[src/rtl/dct_1d_seq.sv]
// dct_1d_seq: time-multiplexed 1-D DCT, y = C*x, NUM_LANES serial MAC lanes, round-half-up and saturating outputs.
// Optional feature macro DCT_INVERSE_EN adds the inverse port (transposed coefficient matrix).
module dct_1d_seq #(
  parameter int DATA_WIDTH = 16,
  parameter int FRAC_BITS  = 14,
  parameter int N_POINTS   = 8,
  parameter int NUM_LANES  = 2
) (
  input  logic                                    clk,
  input  logic                                    reset,
  input  logic                                    in_valid,
  output logic                                    in_ready,
  input  logic [DATA_WIDTH*N_POINTS-1:0]          data_in,
  input  logic [DATA_WIDTH*N_POINTS*N_POINTS-1:0] coeff_vector,
`ifdef DCT_INVERSE_EN
  input  logic                                    inverse,
`endif
  output logic                                    out_valid,
  input  logic                                    out_ready,
  output logic [DATA_WIDTH*N_POINTS-1:0]          dct_out,
  output logic                                    busy
);

  localparam int K_W    = $clog2(N_POINTS);
  localparam int GROUPS = N_POINTS / NUM_LANES;
  localparam int G_W    = (GROUPS > 1) ? $clog2(GROUPS) : 1;
  localparam int ACC_W  = 2*DATA_WIDTH + $clog2(N_POINTS);
  localparam logic [K_W-1:0] K_LAST = K_W'(N_POINTS - 1);
  localparam logic [G_W-1:0] G_LAST = G_W'(GROUPS - 1);
  localparam logic signed [ACC_W-1:0] RND     = ACC_W'(1) << (FRAC_BITS - 1);
  localparam logic signed [ACC_W-1:0] SAT_MAX = {{(ACC_W-DATA_WIDTH+1){1'b0}}, {(DATA_WIDTH-1){1'b1}}};
  localparam logic signed [ACC_W-1:0] SAT_MIN = {{(ACC_W-DATA_WIDTH+1){1'b1}}, {(DATA_WIDTH-1){1'b0}}};

  typedef enum logic [1:0] {IDLE, COMPUTE, DONE} state_e;

  // Handshakes: a transfer happens on a rising edge where valid && ready are both high.
  // in_ready is high only in IDLE; out_valid is high only in DONE, with dct_out held until out_ready.
  state_e state_q, state_d;
  logic [K_W-1:0] k_q, k_d;
  logic [G_W-1:0] g_q, g_d;
  logic signed [DATA_WIDTH-1:0] x_q [N_POINTS];
  logic signed [DATA_WIDTH-1:0] x_d [N_POINTS];
  logic signed [DATA_WIDTH-1:0] y_q [N_POINTS];
  logic signed [DATA_WIDTH-1:0] y_d [N_POINTS];
  logic signed [ACC_W-1:0] acc_q [NUM_LANES];
  logic signed [ACC_W-1:0] acc_d [NUM_LANES];
`ifdef DCT_INVERSE_EN
  logic inv_q, inv_d;
`endif

  logic signed [DATA_WIDTH-1:0]   coef_m    [N_POINTS][N_POINTS];
  logic [K_W-1:0]                 lane_row  [NUM_LANES];
  logic signed [DATA_WIDTH-1:0]   lane_coef [NUM_LANES];
  logic signed [2*DATA_WIDTH-1:0] lane_prod [NUM_LANES];
  logic signed [ACC_W-1:0]        lane_sum  [NUM_LANES];
  logic signed [ACC_W-1:0]        lane_rnd  [NUM_LANES];
  logic signed [DATA_WIDTH-1:0]   lane_y    [NUM_LANES];

  always_comb begin
    for (int r = 0; r < N_POINTS; r++) begin
      for (int c = 0; c < N_POINTS; c++) begin
        coef_m[r][c] = coeff_vector[(r*N_POINTS+c)*DATA_WIDTH +: DATA_WIDTH];
      end
    end
  end

  // Lane j works on row g*NUM_LANES+j; its result is only stored on the last column.
  always_comb begin
    for (int j = 0; j < NUM_LANES; j++) begin
      lane_row[j] = K_W'(int'(g_q) * NUM_LANES + j);
`ifdef DCT_INVERSE_EN
      lane_coef[j] = inv_q ? coef_m[k_q][lane_row[j]] : coef_m[lane_row[j]][k_q];
`else
      lane_coef[j] = coef_m[lane_row[j]][k_q];
`endif
      lane_prod[j] = lane_coef[j] * x_q[k_q];
      lane_sum[j]  = acc_q[j] + {{(ACC_W-2*DATA_WIDTH){lane_prod[j][2*DATA_WIDTH-1]}}, lane_prod[j]};
      lane_rnd[j]  = (lane_sum[j] + RND) >>> FRAC_BITS;
      if (lane_rnd[j] > SAT_MAX) begin
        lane_y[j] = {1'b0, {(DATA_WIDTH-1){1'b1}}};
      end else if (lane_rnd[j] < SAT_MIN) begin
        lane_y[j] = {1'b1, {(DATA_WIDTH-1){1'b0}}};
      end else begin
        lane_y[j] = lane_rnd[j][DATA_WIDTH-1:0];
      end
    end
  end

  always_comb begin
    state_d = state_q;
    k_d     = k_q;
    g_d     = g_q;
    x_d     = x_q;
    y_d     = y_q;
    acc_d   = acc_q;
`ifdef DCT_INVERSE_EN
    inv_d   = inv_q;
`endif
    case (state_q)
      IDLE: begin
        if (in_valid) begin
          for (int k = 0; k < N_POINTS; k++) x_d[k] = data_in[k*DATA_WIDTH +: DATA_WIDTH];
          for (int j = 0; j < NUM_LANES; j++) acc_d[j] = '0;
`ifdef DCT_INVERSE_EN
          inv_d = inverse;
`endif
          k_d     = '0;
          g_d     = '0;
          state_d = COMPUTE;
        end
      end
      COMPUTE: begin
        for (int j = 0; j < NUM_LANES; j++) begin
          if (k_q == K_LAST) begin
            y_d[lane_row[j]] = lane_y[j];
            acc_d[j]         = '0;
          end else begin
            acc_d[j] = lane_sum[j];
          end
        end
        k_d = k_q + 1'b1;
        if (k_q == K_LAST) begin
          g_d = g_q + 1'b1;
          if (g_q == G_LAST) state_d = DONE;
        end
      end
      DONE: begin
        if (out_ready) state_d = IDLE;
      end
      default: state_d = IDLE;
    endcase
  end

  always_ff @(posedge clk) begin
    if (reset) begin
      state_q <= IDLE;
      k_q     <= '0;
      g_q     <= '0;
      x_q     <= '{default: '0};
      y_q     <= '{default: '0};
      acc_q   <= '{default: '0};
`ifdef DCT_INVERSE_EN
      inv_q   <= 1'b0;
`endif
    end else begin
      state_q <= state_d;
      k_q     <= k_d;
      g_q     <= g_d;
      x_q     <= x_d;
      y_q     <= y_d;
      acc_q   <= acc_d;
`ifdef DCT_INVERSE_EN
      inv_q   <= inv_d;
`endif
    end
  end

  always_comb begin
    dct_out = '0;
    for (int i = 0; i < N_POINTS; i++) dct_out[i*DATA_WIDTH +: DATA_WIDTH] = y_q[i];
  end

  assign in_ready  = (state_q == IDLE);
  assign out_valid = (state_q == DONE);
  assign busy      = (state_q != IDLE);

endmodule
[config.mk]
export PLATFORM = sky130hd
export DESIGN_NAME = dct_1d_seq
export DESIGN_NICKNAME = d
export VERILOG_FILES = /design/src/rtl/dct_1d_seq.sv
export SDC_FILE = /design/constraint.sdc
export NUM_CORES = 2
export LEC_CHECK = 0
export CORE_AREA = 8 8 496 498
export DETAILED_ROUTE_END_ITERATION = 6
export DIE_AREA = 0 0 504 506
export GPL_ROUTABILITY_DRIVEN = 0
export SLEW_MARGIN = 20
export SYNTH_ARGS = -nofsm -noshare
export SYNTH_HDL_FRONTEND = slang
export SYNTH_SLANG_ARGS = --single-unit
[constraint.sdc]
create_clock -name clk -period 18.2 [get_ports clk]
set_input_delay 3.64 -clock clk [delete_from_list [all_inputs] [get_ports clk]]
set_output_delay 3.64 -clock clk [all_outputs]
set_load 0.05 [all_outputs]
==> flow_summary_export.csv <==
group,metric,value,unit
global_routing,track_usage,27.49,%
worst_setup_path,critPathMaxStageDelay,0.88,ns
worst_setup_path,start_kind,"input port",
cts,htree_levels,2,
pwr,power_density,135.9,mW/mm^2
synthesis,syn-instance-count,4680,
place,dp_hpwl,323.8,mm
synthesis,yosys.cell_count.top_type,"inv_1",
die,core,0.2387,mm^2
route,final_antenna_net_count,0,
timing,period_share,87.21,%
finish,drive_gt1_share,10.05,%
worst_setup_path,crit_top_cell,"fa_1",
synthesis,yosys-top-cells-area,"fa_1, mux4_2, dfxtp_1, ha_1, inv_1",
die,die-height,506,um
worst_hold_path,hp-class,"reg2reg",
route,wl_per_cell,39.22,um
worst_setup_path,crit_family,"adder cells",
die,io_pins,1287,
synthesis,synth_edf_count,0,
timing,layout_min_cycle_time,15.87,ns
route,dr.pass1.iters,6,
synthesis,yosys_warnings,0,
worst_setup_path,critPathBufInv,6,
timing,tightest_slew,1.135,ns
cts,holdBufCountCts,0,
global_routing,gr-total-overflow,0,
worst_setup_path,r2r_setup_slack,3.78,ns
finish,register_area,0.006685,mm^2
route,vias,45040,
cts,path_clk_slew,0.06,ns
synthesis,synthFlopType,"dfxtp_1",
worst_setup_path,worst-path-max-fanout,35,
timing,final_hold_viol_count,0,
global_routing,antenna_found_initial,389,
place,io_buffers,1286,
cts,clock_latency,0.59,ns
worst_setup_path,crit_type,"in2reg",
die,placement_rows,180,
worst_hold_path,whs_path_depth,2,
worst_setup_path,r2r_cells,41,
route,avgViaCountPerCell,4.827,
synthesis,synth-seq-cells,333,
timing,grt_setup_unrepaired,"false",
synthesis,seq_area_frac_synth,14.88,%
pwr,ir_drop,0.0001655,V
timing,fmax,63.00,MHz
timing,fin_skew,0.02897,ns
worst_setup_path,end_kind,"flop",
timing,worst_slack,2.328,ns
global_routing,grt_pass1_vias,43990,
run,maxCapViolCount,0,
finish,syn_to_final_growth,41.54,%
finish,fill_cells,25450,
global_routing,grt_max_degree,127,
global_routing,grt_pass1_wl,461.1,mm
cts,post_cts_resized,0,
worst_hold_path,holdCritStartpoint,"x_q[30]",
worst_setup_path,reg2reg_to,"dct_out[109]",
worst_setup_path,cp.required,18.66,ns
timing,drv_slew,0,
synthesis,yosys.area.top_type,"fa_1",
place,place_ws,1.712,ns
finish,final_nets,7709,
worst_setup_path,cp_data_arrival_time,16.34,ns
synthesis,synth_common_cells,"inv_1, nand2_1, fa_1, nor2_1, mux4_2",
status,status,"finished clean",
timing,setup_viol,0,
timing,relSlewSlack,22.83,%
pwr,finalPower,8.616,mW
synthesis,avgSynthCellArea,9.571,um^2
cts,cts_setup_buffers,0,
worst_setup_path,r2r_start,"g_q[0]",
route,wl,366.0,mm
die,die_area,0.2550,mm^2
synthesis,synthArstFlopShare,0,%
cts,cts.path.max_buffers,3,
cts,cts_made_buffers,38,
cts,cts_tree,"done",
route,drc_errors,0,
cts,cts_root_buf,"clkbuf_16",
worst_hold_path,whs_endpoint,"x_q[30]",
synthesis,synth_nets,6604,
cts,cts.sinks,333,
route,drtIter0Drc,4237,
timing,fin_setup_tns,0,ns
worst_setup_path,crit_slowest_cell,"mux2i_2",
synthesis,ys_types,97,
synthesis,netlist_area,0.04479,mm^2
die,start_util,18.76,%
pwr,leakage,24.54,nW
die,die_w,504,um
finish,multi_input_area,0.03478,mm^2
synthesis,synth_top_area_share,23.55,%
==> cells in the final DEF (no fill, tap or decap), drive strengths merged, types with 13 or more instances in the layout <==
| master | count |
|---|---|
| nand2 | 554 |
| a221o | 50 |
| clkbuf | 52 |
| and3 | 28 |
| a21o | 38 |
| o21a | 21 |
| mux4 | 352 |
| buf | 56 |
| a211oi | 34 |
| o211ai | 35 |
| nor2 | 479 |
| a21oi | 244 |
| xor2 | 45 |
| or3 | 13 |
| clkdlybuf4s50 | 1285 |
| nor3 | 31 |
| inv | 663 |
| nor2b | 28 |
| fa | 527 |
| nand2b | 74 |
| mux2i | 38 |
| mux2 | 24 |
| xnor2 | 100 |
| nand4 | 20 |
| and2 | 36 |
| ha | 241 |
| o21ai | 77 |
| a311oi | 62 |
| diode | 334 |
| a22oi | 64 |
| dfxtp | 333 |
| nand3 | 34 |
| o21bai | 17 |
==> final cells by class <==
| cell class | instances | area share [%] |
|---|---|---|
| diodes | 334 | 1.318 |
| clock buffers | 51 | 1.770 |
| clock inverters | 16 | 0.2428 |
| inverters | 660 | 3.908 |
| multi-input cells | 3410 | 54.87 |
| flip-flops and latches | 333 | 10.54 |
| well taps | 3185 | 6.286 |
| repair buffers | 1342 | 21.06 |
==> cells by family after synthesis <==
logic type,synth area share [%]
and+or+nand+nor,13.04
buffers and inverters,7.970
adders and majority gates,30.29
AOI/OAI and AO/OA,11.71
muxes,19.15
DFF,14.88
xor gates and xnor gates,2.955
==> per-stage QoR <==
stage          hold WS (ns)  utilization [%]  cells  instance area (um^2)
2_1_floorplan        0.4331                -   4680                 44790
3_3_place_gp         0.4403            25.64   8929                 61220
3_5_place_dp         0.4456            25.67   8930                 61280
4_1_cts              0.4537            26.20   8997                 62550
5_1_grt              0.4732            26.51   9289                 63290
6_report             0.4525            26.56   9331                 63400
==> how the worst max path moves through the flow <==
stage	from	endpoint	slack [ns]	depth (start not counted)
after CTS	coeff_vector[72]	dct_out[109]	2.31	40
final	coeff_vector[533]	dct_out[109]	2.33	40
after global routing	coeff_vector[533]	dct_out[109]	1.73	37
after global placement	coeff_vector[121]	dct_out[9]	1.51	38
after floorplan	coeff_vector[889]	dct_out[101]	4.56	40
after detailed placement	coeff_vector[72]	dct_out[109]	1.71	40
==> metal layers <==
layer | share of wire (%) | vias up | global-route usage (%) | wire, um
met5 | 0.21 | - | 0 | 759
met4 | 9.5 | 118 | 21.75 | 34840
met3 | 8.5 | 912 | 7.561 | 31050
met2 | 50 | 2910 | 47.91 | 182200
met1 | 32 | 22470 | 27.72 | 117100
li1 | - | 18630 | - | -
==> state kept, by name, summed over array words and instances (netlist names) <==
register,cells
state_q,2
acc_q,70
x_q,128
g_q,2
dct_out,128
k_q,3
==> tightest hold or removal path, delay by kind of cell (launching register included) <==
family | cells | cell delay, ns
AO/OA/AOI/OAI | 1 | 0.05
flip-flops | 1 | 0.31
AND/OR/NAND/NOR | 1 | 0.05
==> where the power goes <==
| group | switching, mW | internal (mW) | total, mW | leakage [nW] |
|---|---|---|---|---|
| Sequential | 0.0361 | 0.781 | 0.817 | 2.71 |
| Clock | 0.340 | 0.453 | 0.793 | 0.620 |
| Combinational | 4.42 | 2.59 | 7.01 | 21.2 |
| Total | 4.79 | 3.82 | 8.62 | 24.5 |
Note: power is estimated with default switching activity, not from simulation.
